$ cat src/rtl/minimization_pkg.sv
// -----------------------------------------------------------------------------
// minimization_pkg
//
// Shared types and constants for the mu-operator (minimization) block.
//   - state_e : FSM state encoding (IDLE, LAUNCH, WAIT, CHECK, DONE)
//   - CMP_EQ  : stop when the child result equals the criterion
//   - CMP_GE  : stop when the child result is >= the criterion (unsigned)
// -----------------------------------------------------------------------------
package minimization_pkg;

    typedef enum logic [2:0] {
        IDLE   = 3'd0,
        LAUNCH = 3'd1,
        WAIT   = 3'd2,
        CHECK  = 3'd3,
        DONE   = 3'd4
    } state_e;

    localparam int unsigned CMP_EQ = 0;
    localparam int unsigned CMP_GE = 1;

endpackage : minimization_pkg

$ cat src/rtl/minimization_cmp.sv
// -----------------------------------------------------------------------------
// minimization_cmp
//
// Purely combinational stop-criterion test applied to a captured child result.
//
// Parameters:
//   BW       - width of the child result
//   CRIT     - criterion constant
//   CMP_MODE - CMP_EQ: match when f_res == CRIT
//              CMP_GE: match when f_res >= CRIT (unsigned)
// Ports:
//   f_res  in  BW  child result under test
//   match  out 1   criterion satisfied
// -----------------------------------------------------------------------------
module minimization_cmp
    import minimization_pkg::*;
#(
    parameter int unsigned    BW       = 16,
    parameter logic [BW-1:0]  CRIT     = BW'(2),
    parameter int unsigned    CMP_MODE = CMP_EQ
) (
    input  logic [BW-1:0] f_res,
    output logic          match
);

    // The mode is fixed at elaboration, so only one comparator is built.
    if (CMP_MODE == CMP_GE) begin : g_ge
        assign match = (f_res >= CRIT);
    end else begin : g_eq
        assign match = (f_res == CRIT);
    end

endmodule : minimization_cmp

$ cat src/rtl/minimization_m.sv
// -----------------------------------------------------------------------------
// minimization_m
//
// Mu-operator: on start, latches the argument vector and launches an external
// child function with (in, y) for y = 0, 1, 2, ... until the child result meets
// the criterion; returns that first y. One iteration is LAUNCH, the child
// latency spent in WAIT, then CHECK.
//
// Optional feature (compile-time macro MINIMIZATION_TIMEOUT_EN):
//   defined   - an iteration counter aborts the search in CHECK once MAXIT
//               iterations have completed without a match (err = 1,
//               res = MAXIT-1). The y-overflow abort still applies.
//   undefined - no iteration counter; MAXIT is ignored; err comes only from
//               y reaching 2^BW-1 without a match.
//
// Parameters: BW, ICNT, CRIT, CMP_MODE (CMP_EQ / CMP_GE), MAXIT
//
// Ports:
//   clk    in  1        clock, rising edge
//   rst_n  in  1        asynchronous active-low reset
//   st     in  1        start (level), sampled in IDLE
//   in     in  ICNT*BW  packed arguments, in[BW-1:0] = argument 0
//   rd     out 1        result ready, high throughout DONE
//   res    out BW       minimal y, or stop value on abort
//   err    out 1        search aborted without a match
//   f_st   out 1        child start, one-cycle pulse
//   f_in   out ICNT*BW  latched arguments to the child
//   f_y    out BW       current y to the child
//   f_rd   in  1        child ready (only looked at in WAIT)
//   f_res  in  BW       child result, valid while f_rd = 1
// -----------------------------------------------------------------------------
module minimization_m
    import minimization_pkg::*;
#(
    parameter int unsigned    BW       = 16,
    parameter int unsigned    ICNT     = 3,
    parameter logic [BW-1:0]  CRIT     = BW'(2),
    parameter int unsigned    CMP_MODE = CMP_EQ,
    parameter int unsigned    MAXIT    = 256
) (
    input  logic                 clk,
    input  logic                 rst_n,
    input  logic                 st,
    input  logic [ICNT*BW-1:0]   in,
    output logic                 rd,
    output logic [BW-1:0]        res,
    output logic                 err,
    output logic                 f_st,
    output logic [ICNT*BW-1:0]   f_in,
    output logic [BW-1:0]        f_y,
    input  logic                 f_rd,
    input  logic [BW-1:0]        f_res
);

    localparam logic [BW-1:0] Y_MAX = '1;

    state_e               state_q, state_d;
    logic [BW-1:0]        y_q, y_d;
    logic [BW-1:0]        res_q, res_d;
    logic                 err_q, err_d;
    logic [ICNT*BW-1:0]   f_in_q, f_in_d;
    logic [BW-1:0]        fres_q, fres_d;
    logic                 match;

`ifdef MINIMIZATION_TIMEOUT_EN
    // Counts completed non-matching iterations; the abort fires in the CHECK
    // of iteration number MAXIT, so the counter never needs to reach MAXIT.
    localparam int unsigned   IW       = (MAXIT > 1) ? $clog2(MAXIT) : 1;
    localparam logic [IW-1:0] IT_LAST  = IW'(MAXIT - 1);
    localparam logic [BW-1:0] RES_TOUT = BW'(MAXIT - 1);

    logic [IW-1:0] it_q, it_d;
`endif

    // The criterion is applied to the registered child result so the compare
    // path starts at a flop rather than at the child's output.
    minimization_cmp #(
        .BW       (BW),
        .CRIT     (CRIT),
        .CMP_MODE (CMP_MODE)
    ) u_cmp (
        .f_res (fres_q),
        .match (match)
    );

    // ------------------------------------------------------------------------
    // Next-state and datapath update
    // ------------------------------------------------------------------------
    always_comb begin
        // NOTE: every signal written here gets a default first; a missing
        // assignment on any path would otherwise infer a latch.
        state_d = state_q;
        y_d     = y_q;
        res_d   = res_q;
        err_d   = err_q;
        f_in_d  = f_in_q;
        fres_d  = fres_q;
`ifdef MINIMIZATION_TIMEOUT_EN
        it_d    = it_q;
`endif

        unique case (state_q)
            IDLE: begin
                if (st) begin
                    f_in_d  = in;
                    y_d     = '0;
`ifdef MINIMIZATION_TIMEOUT_EN
                    it_d    = '0;
`endif
                    state_d = LAUNCH;
                end
            end

            LAUNCH: begin
                state_d = WAIT;
            end

            WAIT: begin
                if (f_rd) begin
                    fres_d  = f_res;
                    state_d = CHECK;
                end
            end

            CHECK: begin
                if (match) begin
                    res_d   = y_q;
                    state_d = DONE;
                end
`ifdef MINIMIZATION_TIMEOUT_EN
                else if (it_q == IT_LAST) begin
                    err_d   = 1'b1;
                    res_d   = RES_TOUT;
                    state_d = DONE;
                end
`endif
                // Stop at the top of the range instead of wrapping to 0.
                else if (y_q == Y_MAX) begin
                    err_d   = 1'b1;
                    res_d   = y_q;
                    state_d = DONE;
                end else begin
                    y_d     = y_q + 1'b1;
`ifdef MINIMIZATION_TIMEOUT_EN
                    it_d    = it_q + 1'b1;
`endif
                    state_d = LAUNCH;
                end
            end

            DONE: begin
                // A held start does not retrigger; st must drop first.
                if (!st) begin
                    err_d   = 1'b0;
                    state_d = IDLE;
                end
            end

            default: begin
                state_d = IDLE;
            end
        endcase
    end

    // ------------------------------------------------------------------------
    // State and datapath registers
    // ------------------------------------------------------------------------
    always_ff @(posedge clk or negedge rst_n) begin
        if (!rst_n) begin
            state_q <= IDLE;
            y_q     <= '0;
            res_q   <= '0;
            err_q   <= 1'b0;
            f_in_q  <= '0;
            fres_q  <= '0;
        end else begin
            // NOTE: non-blocking assignments so every register samples the
            // pre-edge values regardless of statement order.
            state_q <= state_d;
            y_q     <= y_d;
            res_q   <= res_d;
            err_q   <= err_d;
            f_in_q  <= f_in_d;
            fres_q  <= fres_d;
        end
    end

`ifdef MINIMIZATION_TIMEOUT_EN
    always_ff @(posedge clk or negedge rst_n) begin
        if (!rst_n) begin
            it_q <= '0;
        end else begin
            it_q <= it_d;
        end
    end
`endif

    // ------------------------------------------------------------------------
    // Outputs
    // ------------------------------------------------------------------------
    // rd and f_st decode straight from the state register: they are glitch-free,
    // clear asynchronously with reset, and f_st cannot repeat back-to-back
    // because LAUNCH always moves to WAIT.
    assign rd   = (state_q == DONE);
    assign f_st = (state_q == LAUNCH);
    assign res  = res_q;
    assign err  = err_q;
    assign f_in = f_in_q;
    assign f_y  = y_q;

endmodule : minimization_m
$ cat config.mk
export PLATFORM = sky130hd
export DESIGN_NAME = minimization_m
export DESIGN_NICKNAME = d
export VERILOG_FILES = /design/src/rtl/minimization_pkg.sv /design/src/rtl/minimization_cmp.sv /design/src/rtl/minimization_m.sv
export SDC_FILE = /design/constraint.sdc
export NUM_CORES = 1
export LEC_CHECK = 0
export CORE_ASPECT_RATIO = 0.8
export CORE_MARGIN = 1.5
export CORE_UTILIZATION = 40
export CTS_CLUSTER_SIZE = 16
export DETAILED_ROUTE_END_ITERATION = 12
export PLACE_DENSITY = 0.76
export SETUP_SLACK_MARGIN = 0.02
export SYNTH_ARGS = -nofsm -noshare
export SYNTH_HDL_FRONTEND = slang
export SYNTH_SLANG_ARGS = --single-unit
$ cat constraint.sdc
create_clock -name clk -period 2 [get_ports clk]
set_input_delay 0.2 -clock clk [delete_from_list [all_inputs] [get_ports clk]]
set_output_delay 0.2 -clock clk [all_outputs]
set_load 0.005 [all_outputs]
# Word level (Yosys, flattened, before mapping)
# Index checks and enable logic that the tools add are counted.
# W data, S select, Z words.
dict set report word_totals {
  ff_bits 100
  latch_bits 0
  ramBits 0
  rom_bits 0
  output_inout_bits 83
  elab_cells 45
  n_memories 0
}
dict set report classes {
  addsub 1
  multipliers 0
  n_div 0
  n_lt_le_gt_ge 0
  eq_ne 12
  shifts 0
  mux 16
  n_bitwise 0
  n_reduce_logical 10
}
# cell n
set ops {}
lappend ops {{$mux W16} 5}
lappend ops {{$pmux W16 S2} 1}
lappend ops {{$add A16 B1 Y16 const B} 1}
lappend ops {{$eq A16 B16 Y1 const B} 1}
lappend ops {{$eq A16 B2 Y1 const B} 1}
lappend ops {{$mux W3} 5}
lappend ops {{$pmux W3 S5} 1}
lappend ops {{$ne A2 B2 Y1 const B} 6}
lappend ops {{$reduce_and A4 Y1} 2}
lappend ops {{$eq A3 B2 Y1 const B} 2}
lappend ops {{$reduce_and A2 Y1} 3}
lappend ops {{$reduce_bool A2 Y1} 3}
lappend ops {{$eq A3 B1 Y1 const B} 1}
lappend ops {{$eq A3 B3 Y1 const B} 1}
lappend ops {{$logic_not A3 Y1} 1}
lappend ops {{$mux W1} 3}
lappend ops {{$reduce_and A3 Y1} 1}
lappend ops {{$pmux W1 S2} 1}

# Depth between registers and ports, before layout
dict set report logic_depth {
  depth_word 4
  depth_mapped 8
}

# Hierarchy
# From an unflattened synthesis, not the netlist that was laid out.
dict set report unflattened {
  hier_cells 391
  hier_area_um2 4170.2
}
# module n_inst cells_per_inst area_each_um2
set by_module_without_submodules {}
lappend by_module_without_submodules {minimization_m 1 386 4134.0}
lappend by_module_without_submodules {minimization_cmp 1 5 36.3}

# Worst setup path after synthesis
# No wires, ideal clock.
dict set report synth_timing {
  path_type {reg-to-reg}
  startpoint {register y_q[0] (netlist: f_y[0])}
  endpoint {register res_q[10] (netlist: res[10])}
  setup_time_ns 0.125
  t_arrival_ns 2.032
  required_time_ns 1.875
  setup_slack_ns -0.157
  path_stages_with_launch 9
  synth_period_minus_slack_ns 2.157
  cell_sequence {dfrtp_1 > ha_1 > nand4_2 > or4_1 > buf_6 > nand2_4 > nand2_8 > buf_12 > mux2_4}
}
dict set report synth_via {
  elab_chain_cells 3
}
# item line
set synth_rtl {}
lappend synth_rtl {{start: declaration} minimization_m.sv:58} ;# logic [BW-1:0] y_q, y_d;
lappend synth_rtl {{start signal: assignment} minimization_m.sv:180} ;# y_q <= y_d;
lappend synth_rtl {{$eq A16 B16 Y1} minimization_m.sv:138} ;# else if (y_q == Y_MAX) begin
lappend synth_rtl {{$reduce_bool A2 Y1 (no source line)} -}
lappend synth_rtl {{$reduce_and A2 Y1 (no source line)} -}
lappend synth_rtl {{end signal: assignment} minimization_m.sv:181} ;# res_q <= res_d;
lappend synth_rtl {{end: declaration} minimization_m.sv:59} ;# logic [BW-1:0] res_q, res_d;
# No other way between the ends.
# A chain may end at the register's enable or synchronous reset.

# Final worst setup path
dict set report layout_timing {
  startpoint {register state_q[0]}
  endpoint {output port rd}
}
dict set report layout_via {
  elab_chain_cells 1
}
# item line
set layout_rtl {}
lappend layout_rtl {{start: declaration} minimization_m.sv:57} ;# state_e state_q, state_d;
lappend layout_rtl {{start signal: assignment} minimization_m.sv:179} ;# state_q <= state_d;
lappend layout_rtl {{$eq A3 B3 Y1} minimization_m.sv:204} ;# assign rd = (state_q == DONE);
lappend layout_rtl {{end: declaration} minimization_m.sv:45} ;# output logic rd,
# No other way between the ends.

==> results.ini <==
[status]
outcome = complete, no violations

[timing]
skew_ps = 8.22
max_freq_mhz = 518
slew_headroom_pct = 65.7
fin_hold_ws_ps = 379
rsz0062_at_grt = true
hold_viol_final = 0
finalMaxSlewViolations = 0
report.final.setup_viol = 0
tightestPinTransition_ps = 515
period_minus_slack_ps = 1930
fin_crit_sh_pct = 96.6

[yosys]
synth_cell_types = 37
syn_nets = 455
synth_edf_count = 0
ys_seq_area_share_pct = 60.6
ys.flop_type = dfrtp_1
yosysTopAreaCell = dfrtp_1
synth_area_sq_um = 4130
synth.avg_cell_area_sq_um = 10.7
synth_seq_cells = 100
synth_area_leaders = dfrtp_1, nand2_1, mux2_2, mux2_4, clkbuf_1
async_flop_share_pct = 100
yosys_warnings = 0
synthTopCellsByCount = nand2_1, dfrtp_1, mux2_2, clkbuf_1, nand3_1
synth_top_area_share_pct = 60.6
syn_inst = 386
yosysMostFrequentCell = nand2_1

[power_and_ir_drop]
p_leak_uw = 0.00295
vdd_drop_max_uv = 774
power_density_nw_per_um2 = 1210

[setup_path]
critPathSlowestCell = clkdlybuf4s50_1
reg2reg_to = res[13]
crit_required_ps = 1800
ff2ff_path_depth = 6
critPathLaunchType = register
crit_chain = buf_4, nor3b_2, clkdlybuf4s50_1
max_stage_delay_ps = 550
critPathTopFamily = buffers and inverters
reg2reg_from = f_y[1]
critical_path_buf_inv_count = 2
cp.arrival_ps = 1730
cp_max_fo = 6
reg2reg_slack_ps = 140
worstSetupEndpointType = output pin
crit_type = reg2out

[cts]
cts_buffers = 9
clkTransAtPathRegs_ps = 70
root_buffer = clkbuf_16
worstSkewPairLatency_ps = 340
cts_setup_buffers = 0
clock_path_buffers = 2
cts_htree_levels = 3
clock-sinks = 100
cts_tree = built

[routing]
drt_pass1_iterations = 4
route.detailed.drc = 0
vias = 3402
wl_um = 10100
routed_via_density = 4.85
drt-wirelength-per-cell_um = 14.4
drtAntennaViolNets = 0
drt_iter0_markers = 104

[hold_path]
min_to = f_in[33]
worstHoldPathCells = 3
hp-start = in[33]
hold_path_class = in2reg

[finish]
drive_above_1_share_pct = 17.5
antenna_cells = 0
final_cells = 702
fin_nets = 630
syn_to_final_growth_pct = 53.7

[grt]
antenna_found_initial = 0
grt_overflow = 0
grtUsageTotal_pct = 19.6
grt_max_degree = 101
grt_pass1_wl_um = 16500
grt_pass1_vias = 3472

[die]
start_util_pct = 41.9
die_y_um = 93.9
fp-row-count = 32
pin_count = 151
core_sq_um = 9850
die_w_um = 117
dieArea_sq_um = 10900

[flow_run]
drv_cap = 0

[placement]
gp_congestion = 0.811
port_buffers = 150
hpwlAfterDp_um = 7220
dp.cells = 685

area by class of cell:
class	instances	area [sq um]
clock buffer	9	225
clock inverter	7	60.1
fill	806	3500
inverter	5	18.8
multi-input combinational	261	1580
sequential	100	2500
tap	136	170
timing repair buffer	184	1790
sequential cells by signal, indices dropped and copies added, names as in the netlist:
signal,cells
err,1
res,16
f_in,48
state_q,3
fres_q,16
f_y,16
per-stage QoR:
stage / worst slack, ps / TNS [ps] / cell area, sq um / power (uW) / util, %
final: 68.5 / 0 / 6350 / 7670 / 64.5
after global routing: 17.2 / 0 / 6350 / 8200 / 64.5
after CTS: 41.1 / 0 / 6330 / 7740 / 64.3
after detailed placement: 12.5 / 0 / 6020 / 6020 / 61.1
after global placement: 52.1 / 0 / 6020 / 5920 / 61.1
after floorplan: -43.2 / -389 / 4140 / 4260 / -
metal layers:
| metal | wire, um | vias to the layer above | track usage (%) |
|---|---|---|---|
| met5 | 0 | - | 0 |
| met4 | 228 | 0 | 7.43 |
| met3 | 737 | 21 | 6.65 |
| met2 | 4850 | 109 | 31.9 |
| met1 | 4300 | 1633 | 24.3 |
| li1 | - | 1639 | - |
cell families (layout without fill, tap and decap cells):
| family | Yosys count | count (layout) | share of synthesized area (%) |
|---|---|---|---|
| buffers and inverters | 25 | 205 | 2.88 |
| adders and majority gates | 1 | 1 | 0.303 |
| AOI/OAI and AO/OA | 16 | 16 | 2.79 |
| muxes | 36 | 36 | 10.5 |
| DFF | 100 | 100 | 60.6 |
| xor gates and xnor gates | 6 | 6 | 1.27 |
| and+or+nand+nor | 202 | 202 | 21.7 |
report_power, final:
part	total, uW	switching, uW	leakage (uW)	internal [uW]
clock network	1640	780	0.000137	863
registers	3170	440	0.00128	2730
logic	2860	1200	0.00153	1660
total	7670	2420	0.00295	5250
worst reg2reg max path: cells and delay by family (launching register included):
kind,cells,cell delay (ps)
adder cells (fa/ha/maj),1,210
flip-flops,1,360
multiplexers,1,330
AND/OR/NAND/NOR,4,840
worst max-delay path by stage:
| stage | from | to | slack, ps | depth (start not counted) |
|---|---|---|---|---|
| 6_report | state_q[0] | rd | 70 | 3 |
| 5_1_grt | f_y[3] | f_y[13] | 20 | 5 |
| 4_1_cts | state_q[0] | f_st | 40 | 3 |
| 3_5_place_dp | st | f_y[11] | 10 | 6 |
| 3_3_place_gp | st | f_y[11] | 50 | 6 |
| 2_1_floorplan | f_y[0] | res[10] | -40 | 8 |
placed cells by master (no fill, tap or decap), types with 2 or more instances in the layout:
cell type        Yosys  layout
o21ai_0              3       3
xor2_1               4       4
nor2_1               9       9
nand4_1              5       5
o211ai_1             4       4
clkbuf_16            0       9
dfrtp_1            100      99
mux2i_1              4       4
inv_1                5       5
nor3b_1              3       2
buf_12               1       3
mux2_2              23      23
nand3_1             10      10
o31ai_1              4       4
buf_4                0      31
mux2_4               9       9
clkinv_4             0       3
clkdlybuf4s50_1      0     149
inv_6                0       3
nand2_1            153     153
xnor2_1              2       2
nor4_2               0       4
nor4_1               9       5
timing repair:
item,in CTS,in global routing
gates resized for setup,4,3
hold buffers,1,0
endpoints found under the setup margin,14,5
hold endpoints to repair,100,0
pin swaps,0,1
Power figures use the tool's default switching activity.
